<file path="src/rtl/umi_isolate_pkg.sv">
// Shared types and default constants for the UMI isolation controller.
package umi_isolate_pkg;

  typedef enum logic [1:0] {
    RUN   = 2'd0,
    DRAIN = 2'd1,
    ISO   = 2'd2,
    WAKE  = 2'd3
  } iso_state_e;

  localparam int DEF_N             = 2;
  localparam int DEF_CW            = 32;
  localparam int DEF_AW            = 64;
  localparam int DEF_DW            = 256;
  localparam int DEF_WAKE_CYCLES   = 4;
  localparam int DEF_DRAIN_TIMEOUT = 64;

  // Width of a counter that must hold 0..max inclusive.
  function automatic int cnt_w(input int max);
    return (max < 1) ? 1 : $clog2(max + 1);
  endfunction

endpackage

</file>
<file path="src/rtl/umi_isolate_chan.sv">
// One UMI channel: pass-through when open, otherwise all outputs forced to 0.
// Also produces the next value of the channel's pending-offer bit.
module umi_isolate_chan #(
  parameter int CW = 32,
  parameter int AW = 64,
  parameter int DW = 256
) (
  input  logic          pass,
  input  logic          pend,
  output logic          pend_nxt,
  input  logic          in_valid,
  input  logic [CW-1:0] in_cmd,
  input  logic [AW-1:0] in_dstaddr,
  input  logic [AW-1:0] in_srcaddr,
  input  logic [DW-1:0] in_data,
  output logic          in_ready,
  output logic          out_valid,
  output logic [CW-1:0] out_cmd,
  output logic [AW-1:0] out_dstaddr,
  output logic [AW-1:0] out_srcaddr,
  output logic [DW-1:0] out_data,
  input  logic          out_ready
);

  assign out_valid   = pass & in_valid;
  assign out_cmd     = pass ? in_cmd     : '0;
  assign out_dstaddr = pass ? in_dstaddr : '0;
  assign out_srcaddr = pass ? in_srcaddr : '0;
  assign out_data    = pass ? in_data    : '0;
  assign in_ready    = pass & out_ready;

  // A visible offer that is not taken stays owed; a handshake settles it.
  assign pend_nxt = out_valid ? ~out_ready : pend;

endmodule

</file>
<file path="src/rtl/umi_isolate_ctrl.sv">
// Isolation controller for N UMI channels: RUN -> DRAIN -> ISO -> WAKE -> RUN.
// Owed offers are allowed to finish before the channels are clamped.
module umi_isolate_ctrl
  import umi_isolate_pkg::*;
#(
  parameter int N             = DEF_N,
  parameter int CW            = DEF_CW,
  parameter int AW            = DEF_AW,
  parameter int DW            = DEF_DW,
  parameter int WAKE_CYCLES   = DEF_WAKE_CYCLES,
  parameter int DRAIN_TIMEOUT = DEF_DRAIN_TIMEOUT
) (
  input  logic            clk,
  input  logic            nreset,
  input  logic            iso_req,
  output logic            iso_ack,
  output logic            drain_err,
  input  logic [N-1:0]    umi_in_valid,
  input  logic [N*CW-1:0] umi_in_cmd,
  input  logic [N*AW-1:0] umi_in_dstaddr,
  input  logic [N*AW-1:0] umi_in_srcaddr,
  input  logic [N*DW-1:0] umi_in_data,
  output logic [N-1:0]    umi_in_ready,
  output logic [N-1:0]    umi_out_valid,
  output logic [N*CW-1:0] umi_out_cmd,
  output logic [N*AW-1:0] umi_out_dstaddr,
  output logic [N*AW-1:0] umi_out_srcaddr,
  output logic [N*DW-1:0] umi_out_data,
  input  logic [N-1:0]    umi_out_ready
);

  localparam int DCW = cnt_w(DRAIN_TIMEOUT);
  localparam int WCW = cnt_w(WAKE_CYCLES);
  localparam logic [DCW-1:0] DRAIN_MAX  = DCW'(DRAIN_TIMEOUT);
  localparam logic [DCW-1:0] DRAIN_LAST = DCW'(DRAIN_TIMEOUT - 1);
  localparam logic [WCW-1:0] WAKE_LOAD  = WCW'(WAKE_CYCLES);
  localparam logic [WCW-1:0] WAKE_ONE   = WCW'(1);

  iso_state_e     state, state_nxt;
  logic [N-1:0]   pend, pend_nxt, pass;
  logic [DCW-1:0] drain_cnt, drain_cnt_nxt;
  logic [WCW-1:0] wake_cnt, wake_cnt_nxt;
  logic           set_err;

  assign pass = {N{state == RUN}} | ({N{state == DRAIN}} & pend);

  for (genvar i = 0; i < N; i++) begin : g_chan
    umi_isolate_chan #(.CW(CW), .AW(AW), .DW(DW)) u_chan (
      .pass        (pass[i]),
      .pend        (pend[i]),
      .pend_nxt    (pend_nxt[i]),
      .in_valid    (umi_in_valid[i]),
      .in_cmd      (umi_in_cmd[i*CW +: CW]),
      .in_dstaddr  (umi_in_dstaddr[i*AW +: AW]),
      .in_srcaddr  (umi_in_srcaddr[i*AW +: AW]),
      .in_data     (umi_in_data[i*DW +: DW]),
      .in_ready    (umi_in_ready[i]),
      .out_valid   (umi_out_valid[i]),
      .out_cmd     (umi_out_cmd[i*CW +: CW]),
      .out_dstaddr (umi_out_dstaddr[i*AW +: AW]),
      .out_srcaddr (umi_out_srcaddr[i*AW +: AW]),
      .out_data    (umi_out_data[i*DW +: DW]),
      .out_ready   (umi_out_ready[i])
    );
  end

  always_comb begin
    state_nxt     = state;
    drain_cnt_nxt = drain_cnt;
    wake_cnt_nxt  = wake_cnt;
    set_err       = 1'b0;
    unique case (state)
      RUN: begin
        if (iso_req) begin
          state_nxt     = DRAIN;
          drain_cnt_nxt = '0;
        end
      end
      DRAIN: begin
        if (drain_cnt != DRAIN_MAX) drain_cnt_nxt = drain_cnt + 1'b1;
        // Leave as soon as the last owed handshake lands, even in this cycle.
        if (~|pend_nxt) begin
          state_nxt = ISO;
        end else if (drain_cnt >= DRAIN_LAST) begin
          state_nxt = ISO;
          set_err   = 1'b1;
        end
      end
      ISO: begin
        if (!iso_req) begin
          state_nxt    = WAKE;
          wake_cnt_nxt = WAKE_LOAD;
        end
      end
      WAKE: begin
        if (wake_cnt != '0) wake_cnt_nxt = wake_cnt - 1'b1;
        if (iso_req) state_nxt = ISO;
        else if (wake_cnt <= WAKE_ONE) state_nxt = RUN;
      end
      default: state_nxt = RUN;
    endcase
  end

  always_ff @(posedge clk or negedge nreset) begin
    if (!nreset) begin
      state     <= RUN;
      pend      <= '0;
      drain_cnt <= '0;
      wake_cnt  <= '0;
      iso_ack   <= 1'b0;
      drain_err <= 1'b0;
    end else begin
      state     <= state_nxt;
      pend      <= (state == ISO) ? '0 : pend_nxt;
      drain_cnt <= drain_cnt_nxt;
      wake_cnt  <= wake_cnt_nxt;
      iso_ack   <= (state == ISO);
      if (set_err) drain_err <= 1'b1;
    end
  end

endmodule

</file>
<file path="config.mk">
export PLATFORM = sky130hd
export DESIGN_NAME = umi_isolate_ctrl
export DESIGN_NICKNAME = d
export VERILOG_FILES = /design/src/rtl/umi_isolate_pkg.sv /design/src/rtl/umi_isolate_chan.sv /design/src/rtl/umi_isolate_ctrl.sv
export SDC_FILE = /design/constraint.sdc
export NUM_CORES = 1
export LEC_CHECK = 0
export BUFFER_PORTS_ARGS = -buffer_cell sky130_fd_sc_hd__buf_2
export CELL_PAD_IN_SITES_DETAIL_PLACEMENT = 0
export CELL_PAD_IN_SITES_GLOBAL_PLACEMENT = 1
export CORE_AREA = 5 5 656 658
export DETAILED_ROUTE_END_ITERATION = 8
export DIE_AREA = 0 0 661 663
export PLACE_DENSITY_LB_ADDON = 0.1
export SLEW_MARGIN = 20
export SYNTH_ARGS = -nofsm -noshare
export SYNTH_HDL_FRONTEND = slang
export SYNTH_SLANG_ARGS = --single-unit
</file>
<file path="constraint.sdc">
create_clock -name clk -period 1.8 [get_ports clk]
set_clock_uncertainty 0.05 [all_clocks]
set_input_delay 0.36 -clock clk [delete_from_list [all_inputs] [get_ports clk]]
set_output_delay 0.36 -clock clk [all_outputs]
set_load 0.005 [all_outputs]
</file>
==> results.toml <==
[floorplan]
coreArea_mm2 = 0.423
dieHeight_um = 663
ios = 1677
die_w_um = 661
initial_core_util_pct = 1.56
dieArea_mm2 = 0.438
rows = 239

[min_path]
hold_class = "in -> async"

[detailed_routing]
ant_nets = 0
post-route-drc-count = 0
wire_per_inst_um = 42.9
wl_um = 368000
drtIter0Drc = 735
vias = 17700
vias_per_cell = 2.06
dr.pass1.iters = 4

[setup_path]
path_cells = "a21oi_4 -> buf_12 -> buf_16 -> buf_16 -> buf_12 -> clkbuf_16 -> and2_4 -> buf_6"
slowest_delay_ps = 450
r2r_cells = 6
required_ps = 1390
crit_buf_inv = 6
cp_data_arrival_time_ps = 1980
start_kind = "flip-flop"
crit_fanout = 5
r2r-start = "drain_cnt[1]"
cpMaxStageDelayCell = "dfrtp_2"
rr_endpoint = "state[1]"
reg2reg_slack_ps = 0
crit_type = "reg -> out"
cp_top_family = "buffers and inverters"
end_kind = "output pin"

[clocking]
numClockSinks = 16
clock_path_buffers = 2
cts_root_buf = "clkbuf_16"
cts_tree = "done"
cts_buffers = 3
ctsHoldBuffers = 0
h-tree-depth = 1
clk_pin_slew_worst_paths_ps = 70
worstSkewPairLatency_ps = 260

[cells_and_area]
final_util_pct = 7.12
num-nets-final = 3683
layout_commonest_cell = "buf_2"
areaGrowthSynthToFinish_pct = 356
final_cell_mix = "1354 x buf_2, 690 x and2_1, 334 x buf_12"
fin_area_mm2 = 0.0301
drive_above_1_share_pct = 72.5

[sta]
worst_slack_ps = -587
hold_violations = 0
setup_viol = 836
rsz0062_at_grt = "yes"
maxSlewViolCount = 0
finalCritPeriodShare_pct = 133
worst_pin_slew_ps = 600
relSlewSlack_pct = 60.0
max_freq_mhz = 419
min_period_ps = 2390

[global_route]
track_usage_pct = 15.9
overflow = 0
antenna_found_initial = 611
grt_pass1_vias = 17000
grt_pass1_wl_um = 409000
grt_max_degree = 51

[place]
placed_area_mm2 = 0.0276
place_congestion = 0.884
portBuffers = 1676
post-dp-hpwl_um = 352000

[logic_synthesis]
post_synth_inst_count = 1036
seq_area_frac_synth_pct = 6.07
syn_avg_cell_area_um2 = 6.37
synthMuxAreaShare_pct = 0.171
synthXorXnorAreaFrac_pct = 0
ys_ff_latch = 16
syn-cell-area_mm2 = 0.00660
yosys.area_share.simple_pct = 82.2
syn_nets = 1880
yosysWarnings = 0
synth_cell_type_count = 34
synth_compound_area_share_pct = 3.70
yosys.area_share.adder_pct = 0.948
synth_top_family_by_area = "simple AND/OR/NAND/NOR gates"

[flow_run]
max-cap-violations = 0

[power_and_ir_drop]
power_density_mw_per_mm2 = 1350
ir_drop_v = 0.000652
power.leakage_nw = 13.3
power.total_mw = 40.7

[status]
violations = "negative setup slack"
status = "finished, violations left"
==> registers in the layout, summed over array words and instances (netlist names) <==
signal	count
pend	2
drain_err	1
wake_cnt	3
drain_cnt	7
iso_ack	1
state	2
==> how the worst max path moves through the flow <==
stage | start | end | slack [ps] | depth (start not counted)
after floorplan | state[1] | umi_out_cmd[0] | 120 | 6
after global placement | state[0] | umi_out_data[318] | -560 | 6
after detailed placement | state[0] | umi_out_data[318] | -540 | 6
after CTS | state[0] | umi_out_data[119] | -640 | 6
after global routing | state[1] | umi_out_data[322] | -630 | 8
final | state[0] | umi_out_dstaddr[86] | -590 | 8
==> through the flow <==
stage | setup TNS, ps | std cells | setup slack (ps) | hold WS (ps)
6_report | -352760 | 8590 | -587 | 39.8
5_1_grt | -429450 | 8516 | -633 | 86.7
4_1_cts | -415520 | 8463 | -638 | 75.8
3_5_place_dp | -226630 | 8447 | -539 | 373
3_3_place_gp | -243090 | 8447 | -564 | 388
2_1_floorplan | 0 | 1036 | 121 | 14.4
==> what timing repair did <==
item / 4_1_cts / 5_1_grt
setup buffers: 4 / 23
gates cloned: 8 / 16
endpoints found under the setup margin: 840 / 845
resized for setup: 185 / 204
pin swaps: 14 / 32
==> where the power goes <==
part | total, mW | switching, mW | internal, mW
Sequential | 0.682 | 0.184 | 0.498
Clock | 0.550 | 0.209 | 0.341
Combinational | 39.5 | 20.4 | 19.1
Total | 40.7 | 20.8 | 19.9
==> cells in the mapped netlist (all sizes together) <==
master    n  share of area, %
o21ai    10              0.76
a22o      7              0.93
nor4      1             0.095
o31ai     3              0.34
nand2     9              0.51
nand3b    1              0.11
mux2      1              0.17
inv       7              0.40
or3b      2              0.30
a21o      2              0.23
or4       1              0.11
clkbuf   66               3.8
a21oi     3              0.34
a31oi     2              0.19
ha        5              0.95
o221ai    1              0.13
nor2b     6              0.57
dfrtp    16               6.1
and2    837                79
o21bai    3              0.34
buf      34               2.7
nand4     1             0.095
a31o      1              0.13
nor2      6              0.34
and3      2              0.27
o22ai     2              0.19
nand2b    2              0.19
nand3     4              0.30
a22oi     1              0.11
==> cell families (layout without fill, tap and decap cells) <==
group	after synthesis	in the layout
fa+ha+maj	5	5
compound gates	35	35
mux	1	1
flops	16	16
simple gates	872	872
buf+inv	107	1909
other cells	0	89
==> cell type report <==
class / instances / area (um^2)
diodes: 89 / 223
clock buffers: 4 / 88.8
fillers: 50000 / 393000
inverters: 7 / 26.3
multi-input cells: 913 / 6120
flip-flops and latches: 16 / 403
well taps: 5663 / 7090
repair buffers: 1898 / 16200
==> worst register-to-register path: cells and delay by family (launching register included) <==
kind / cells / cell delay (ps)
adder cells (fa/ha/maj): 1 / 230
flip-flops: 1 / 440
buffers and inverters: 1 / 170
AO/OA/AOI/OAI: 4 / 790
==> per-layer routing <==
metal  share of wire (%)  track usage (%)  up-vias
met2                  42             24.9     2150
met4                 2.3             1.11       54
met5               0.095                0        -
met3                  11             7.39      906
met1                  44             20.8     7796
li1                    -                -     6824
Power figures use the tool's default switching activity.
